### src/rtl/inst_fetch_buffer_pkg.sv
// Shared constants and entry packing for the instruction fetch buffer.
// Optional same-cycle bypass is selected with the IFB_BYPASS_EN macro.
`ifndef SIZE_OF_CORR_PACK
`define SIZE_OF_CORR_PACK 16
`endif

package inst_fetch_buffer_pkg;

  localparam int IFB_DEPTH       = 16;
  localparam int IFB_INST_W      = 32;
  localparam int IFB_ADDR_W      = 32;
  localparam int IFB_CORR_W      = `SIZE_OF_CORR_PACK;
  localparam int IFB_FULL_THRESH = 4;

  typedef struct packed {
    logic [IFB_CORR_W-1:0] corr;
    logic [IFB_ADDR_W-1:0] addr;
    logic [IFB_INST_W-1:0] inst;
  } ifb_entry_t;

endpackage

### src/rtl/ifb_entry_ram.sv
// Fetch buffer entry storage: flop array, two write ports,
// two asynchronous read ports, no reset on contents.
module ifb_entry_ram #(
  parameter int DEPTH = 16,
  parameter int W     = 80,
  parameter int AW    = $clog2(DEPTH)
) (
  input  logic          clk,
  input  logic          we0,
  input  logic [AW-1:0] wa0,
  input  logic [W-1:0]  wd0,
  input  logic          we1,
  input  logic [AW-1:0] wa1,
  input  logic [W-1:0]  wd1,
  input  logic [AW-1:0] ra0,
  input  logic [AW-1:0] ra1,
  output logic [W-1:0]  rd0,
  output logic [W-1:0]  rd1
);

  logic [W-1:0] mem [DEPTH];

  always_ff @(posedge clk) begin
    if (we0) mem[wa0] <= wd0;
    if (we1) mem[wa1] <= wd1;
  end

  assign rd0 = mem[ra0];
  assign rd1 = mem[ra1];

endmodule

### src/rtl/inst_fetch_buffer.sv
// Dual-issue instruction fetch buffer between ICache and decode.
// Define IFB_BYPASS_EN for zero-latency bypass when the buffer is empty.
module inst_fetch_buffer
  import inst_fetch_buffer_pkg::*;
#(
  parameter int DEPTH  = IFB_DEPTH,
  parameter int INST_W = IFB_INST_W,
  parameter int ADDR_W = IFB_ADDR_W,
  parameter int CORR_W = IFB_CORR_W
) (
  input  logic                       clk,
  input  logic                       rst,
  input  logic                       flush_i,
  input  logic                       in_inst1_valid_i,
  input  logic                       in_inst2_valid_i,
  input  logic [INST_W-1:0]          in_inst1_i,
  input  logic [INST_W-1:0]          in_inst2_i,
  input  logic [ADDR_W-1:0]          in_inst1_addr_i,
  input  logic [ADDR_W-1:0]          in_inst2_addr_i,
  input  logic [CORR_W-1:0]          in_corr0_i,
  input  logic [CORR_W-1:0]          in_corr1_i,
  output logic                       fetch_full_o,
  input  logic [1:0]                 issue_cnt_i,
  output logic                       out_inst1_valid_o,
  output logic                       out_inst2_valid_o,
  output logic [INST_W-1:0]          out_inst1_o,
  output logic [INST_W-1:0]          out_inst2_o,
  output logic [ADDR_W-1:0]          out_inst1_addr_o,
  output logic [ADDR_W-1:0]          out_inst2_addr_o,
  output logic [CORR_W-1:0]          out_corr0_o,
  output logic [CORR_W-1:0]          out_corr1_o,
  output logic [$clog2(DEPTH):0]     count_o
);

  localparam int PW = $clog2(DEPTH);
  localparam int CW = PW + 1;
  localparam int EW = CORR_W + ADDR_W + INST_W;

  logic [PW-1:0] head, tail;
  logic [CW-1:0] count, free;
  logic [1:0]    push_req, issue_c, pop_n, skip, wr_n;
  logic          push_ok, byp, we0, we1;
  logic [EW-1:0] e1, e2, wd0, rd0, rd1, o1, o2;
  logic          ov1, ov2;

  assign e1 = {in_corr0_i, in_inst1_addr_i, in_inst1_i};
  assign e2 = {in_corr1_i, in_inst2_addr_i, in_inst2_i};

  assign push_req = {1'b0, in_inst1_valid_i}
                  + {1'b0, in_inst1_valid_i & in_inst2_valid_i};
  assign issue_c  = (issue_cnt_i == 2'd3) ? 2'd2 : issue_cnt_i;
  assign pop_n    = (count < CW'(issue_c)) ? count[1:0] : issue_c;
  assign free     = CW'(DEPTH) - count;
  assign push_ok  = CW'(push_req) <= free;
  assign fetch_full_o = free < CW'(IFB_FULL_THRESH);

`ifdef IFB_BYPASS_EN
  assign byp  = rst & ~flush_i & (count == '0);
  assign skip = byp ? ((issue_c < push_req) ? issue_c : push_req)
                    : 2'd0;
`else
  assign byp  = 1'b0;
  assign skip = 2'd0;
`endif

  // Skipped (bypass-consumed) slots shift slot 2 down to the tail.
  assign wr_n = push_ok ? (push_req - skip) : 2'd0;
  assign we0  = ~flush_i & (wr_n != 2'd0);
  assign we1  = ~flush_i & (wr_n == 2'd2);
  assign wd0  = (skip != 2'd0) ? e2 : e1;

  ifb_entry_ram #(
    .DEPTH (DEPTH),
    .W     (EW)
  ) u_ram (
    .clk (clk),
    .we0 (we0),
    .wa0 (tail),
    .wd0 (wd0),
    .we1 (we1),
    .wa1 (tail + PW'(1)),
    .wd1 (e2),
    .ra0 (head),
    .ra1 (head + PW'(1)),
    .rd0 (rd0),
    .rd1 (rd1)
  );

  always_ff @(posedge clk or negedge rst) begin
    if (!rst) begin
      head  <= '0;
      tail  <= '0;
      count <= '0;
    end else if (flush_i) begin
      head  <= '0;
      tail  <= '0;
      count <= '0;
    end else begin
      tail  <= tail + PW'(wr_n);
      head  <= head + PW'(pop_n);
      count <= count + CW'(wr_n) - CW'(pop_n);
    end
  end

  always_comb begin
    ov1 = count != '0;
    ov2 = count >= CW'(2);
    o1  = rd0;
    o2  = rd1;
    if (byp) begin
      ov1 = in_inst1_valid_i;
      ov2 = in_inst1_valid_i & in_inst2_valid_i;
      o1  = e1;
      o2  = e2;
    end
  end

  assign out_inst1_valid_o = ov1;
  assign out_inst2_valid_o = ov2;
  assign {out_corr0_o, out_inst1_addr_o, out_inst1_o} = ov1 ? o1 : '0;
  assign {out_corr1_o, out_inst2_addr_o, out_inst2_o} = ov2 ? o2 : '0;
  assign count_o = count;

  a_no_overflow: assert property (
    @(posedge clk) disable iff (!rst)
    flush_i || push_ok
  );

endmodule

### config.mk
export PLATFORM = sky130hd
export DESIGN_NAME = inst_fetch_buffer
export DESIGN_NICKNAME = d
export VERILOG_FILES = /design/src/rtl/inst_fetch_buffer_pkg.sv /design/src/rtl/ifb_entry_ram.sv /design/src/rtl/inst_fetch_buffer.sv
export SDC_FILE = /design/constraint.sdc
export NUM_CORES = 2
export LEC_CHECK = 0
export BUFFER_PORTS_ARGS = -buffer_cell sky130_fd_sc_hd__buf_2
export CORE_MARGIN = 2
export CORE_UTILIZATION = 33
export CTS_CLUSTER_DIAMETER = 150
export DETAILED_ROUTE_END_ITERATION = 7
export PLACE_DENSITY_LB_ADDON = 0.3
export SKIP_LAST_GASP = 1
export SLEW_MARGIN = 40
export SYNTH_ARGS = -nofsm -noshare
export SYNTH_HDL_FRONTEND = slang
export SYNTH_SLANG_ARGS = --single-unit
### constraint.sdc
create_clock -name clk -period 29.1 [get_ports clk]
set_clock_uncertainty 0.2 [all_clocks]
set_input_delay 0 -clock clk [delete_from_list [all_inputs] [get_ports clk]]
set_output_delay 0 -clock clk [all_outputs]
set_load 0.03 [all_outputs]
==> metrics.txt <==
status=finished, final reports clean; GRT overflow=0; CTS sink cnt=roughly 1300; fin crit share=between 10% and 20%; Synth Cell Area=between 70000 and 80000 um2; gr usage total=a little under a quarter; Setup TNS=0 ns; number of synthesized register bits=1293; PwrDens=roughly 90 nW/um2; critical path type=register to output pin; Die Y=slightly below 500 um; endpoint type of the worst setup path=output pin; reg2reg start=count_o[0]$_DFF_PN0_; DP HPWL=about 150000 um; Routed WL=about 280000 um; fmax=between 150 and 200 MHz; H-tree Lvls=4; CTS Buf Count=approximately 150; fin crit period=roughly 5.6 ns; Peak VDD IR=0.09202 mV; area of the die=roughly 230000 um2; Antenna Violating Nets Remaining=0; Syn Nets=around 4700; largest net degree at the start of global routing=71; area grow syn2layout=17.03%; via count=between 40000 and 50000; vias in the first global route=between 40000 and 50000; share of cells above drive strength 1=around half; final hold viol count=0; Yosys warnings=0; Starting Density=between 30 and 40%; initial antenna violation count=a little under 50; max-slew violations=0; hold crit path type=primary input to register; post-CTS setup buffers=0; area leader, netlist=edfxtp_1; Vias/cell=6.099; top cell type's share of synthesized area=51.26%; Worst Tran Pin Value=~0.9 ns; r2r setup slk=about 24 ns; CP Buf/Inv Count=6; CTS Hold Bufs=a little over 300; crit-path cells=buf_6 -> buf_6 -> buf_12 -> buf_16 -> buf_16 -> mux2i_1 -> a22oi_1 -> a22oi_1 -> o211ai_1 -> buf_2; gpl congestion=0.7990; Pleak=about 0.028 uW; post-synthesis cell type count=between 50 and 60; Post-synth EDFFs=between 1000 and 1500; Layout Nets=slightly above 5000; global-route wire length before repair=389900 um; row cnt=174; min-delay src=in_corr1_i[1]; Overall Power=just under 8000 uW; root buf cell=clkbuf_16; worst hold stages=3; Seq/Total Area, Yosys=between 50% and 60%; Max FO, Critical Path=59; CP startpoint kind=register; initial drt markers=5580; maximum buffer depth of the clock tree=3; worst-case hold path end point=u_ram.mem[10][65]$_DFFE_PP_; worst setup path start=head[0]$_DFF_PN0_; DR pass1 iterations=5; CP max stage delay=~0.76 ns; CP delay by family, top=buffers and inverters; DR WL/cell=~35 um; CP required=about 29 ns; Core Footprint=between 200000 and 250000 um2; Port Buffers=about 330; DR DRC count=0; Worst Path Arrival=roughly 5.5 ns; Slew headroom=between 30% and 40%; most area-consuming cells after synthesis=edfxtp_1 51%, mux4_2 18%, mux2_2 17%, mux2i_1 2.1%, mux2_1 1.9%; DIE WIDTH=480.7 um; RSZ-0062 raised after global routing=false; Max-Cap Viols=0; # setup viols final=0; reg2reg end=u_ram.mem[11][43]$_DFFE_PP_; I/O pins=roughly 340; Post-CTS Resized=0; Avg Inst Size Synth=~17 um2; Mapped Cells=~4500; Reg clk slew, reported paths=0.06 ns; Critical-path top delay cell=dfrtp_4; Worst-Skew Late Latency=a little over 0.8 ns; CTS tree=yes; ys async rst share=under 10%; prevailing post-synth register cell=edfxtp_1; worst reg2reg path depth=13
[cells in the mapped netlist, types with 15 or more instances]
library cell / n
nand4_1: 15
nor2_1: 41
mux4_2: 614
a22oi_1: 183
o22ai_1: 54
a21oi_1: 92
nand2_1: 74
edfxtp_1: 1280
buf_6: 25
mux2_1: 129
a32oi_1: 15
buf_1: 56
mux2i_1: 160
ha_1: 18
o211ai_1: 26
buf_2: 138
inv_1: 21
clkbuf_1: 305
mux2_2: 1151
[report_power, final]
group,internal (uW),switching (uW)
clock,996,837
sequential,2110,52.4
combinational,1540,2330
total,4640,3220
[placed cells by master (no fill, tap or decap), types with 21 or more instances in the layout]
cell	netlist	layout
mux2_1	129	129
buf_6	25	40
mux2_2	1151	1151
nand2_1	74	72
clkbuf_1	305	31
o22ai_1	54	54
o211ai_1	26	26
mux4_2	614	614
buf_2	138	334
a22oi_1	183	183
clkbuf_16	0	152
mux2i_1	160	160
buf_4	2	71
dlygate4sd3_1	0	302
inv_1	21	21
clkinv_1	0	43
edfxtp_1	1280	1280
a21oi_1	92	92
[per-stage QoR]
stage	worst slack (ns)	utilization [%]	hold slack [ns]	cell area (um2)	std cells
CTS	23.14	38.90	0.002665	87650	8007
global placement	23.26	35.22	-0.2802	79360	7418
detailed placement	24.06	35.52	-0.2794	80030	7439
floorplan	19.74	-	-0.4956	74980	4502
global route	23.20	38.93	0.05790	87730	8018
finish	23.45	38.94	0.04733	87750	8026
[worst max path at each step]
stage                            endpoint  slack (ns)  cells past startpoint
2_1_floorplan  u_ram.mem[12][0]$_DFFE_PP_       19.74                     12
3_3_place_gp         out_inst1_addr_o[15]       23.26                      8
3_5_place_dp              out_inst2_o[17]       24.06                      9
4_1_cts                   out_inst2_o[17]       23.14                      9
5_1_grt              out_inst1_addr_o[31]       23.20                     10
6_report             out_inst1_addr_o[31]       23.45                     10
[area by class of cell]
cell class | instances | area [um2]
fillers | 20850 | 137600
flip-flops and latches | 1293 | 38770
multi-input cells | 2661 | 34170
repair buffers | 775 | 6327
clock buffers | 182 | 3895
well taps | 2992 | 3744
clock inverters | 84 | 704.4
inverters | 22 | 95.09
diodes | 17 | 42.54
[worst reg2reg max path: stages, from the launching register on]
cell,delay (ns)
dfrtp_1,0.52
inv_1,0.14
ha_1,0.31
inv_1,0.05
ha_1,0.30
nor2b_1,0.14
a2bb2oi_1,0.14
o211a_1,0.17
buf_4,0.30
nor4_4,0.38
buf_4,0.46
buf_4,0.78
mux2_1,0.43
dlygate4sd3_1,0.56
[sequential cells by signal, indices dropped and copies added (netlist names)]
name	count
count_o	5
head	4
tail	4
u_ram.mem	1280
[per-layer routing]
layer	vias up	track usage, %	wire length [um]
met4	18	7.681	9834
met2	2506	38.36	132300
met1	26420	31.92	114400
met3	512	4.505	22540
li1	19500	-	-
met5	-	0	117
[cells by family (layout without fill, tap and decap cells)]
kind of cell             count (synthesis)  after routing  share of synthesized area, %
other                                    0             17                             0
multiplexers                          2054           2054                         39.80
AND/OR/NAND/NOR                        190            190                         1.263
AO/OA/AOI/OAI                          390            390                         3.534
buffers and inverters                  548           1063                         3.234
flip-flops                            1293           1293                         51.70
XOR/XNOR                                 5              5                       0.05842
adder cells (fa/ha/maj)                 22             22                        0.4072
Power figures use the tool's default switching activity.
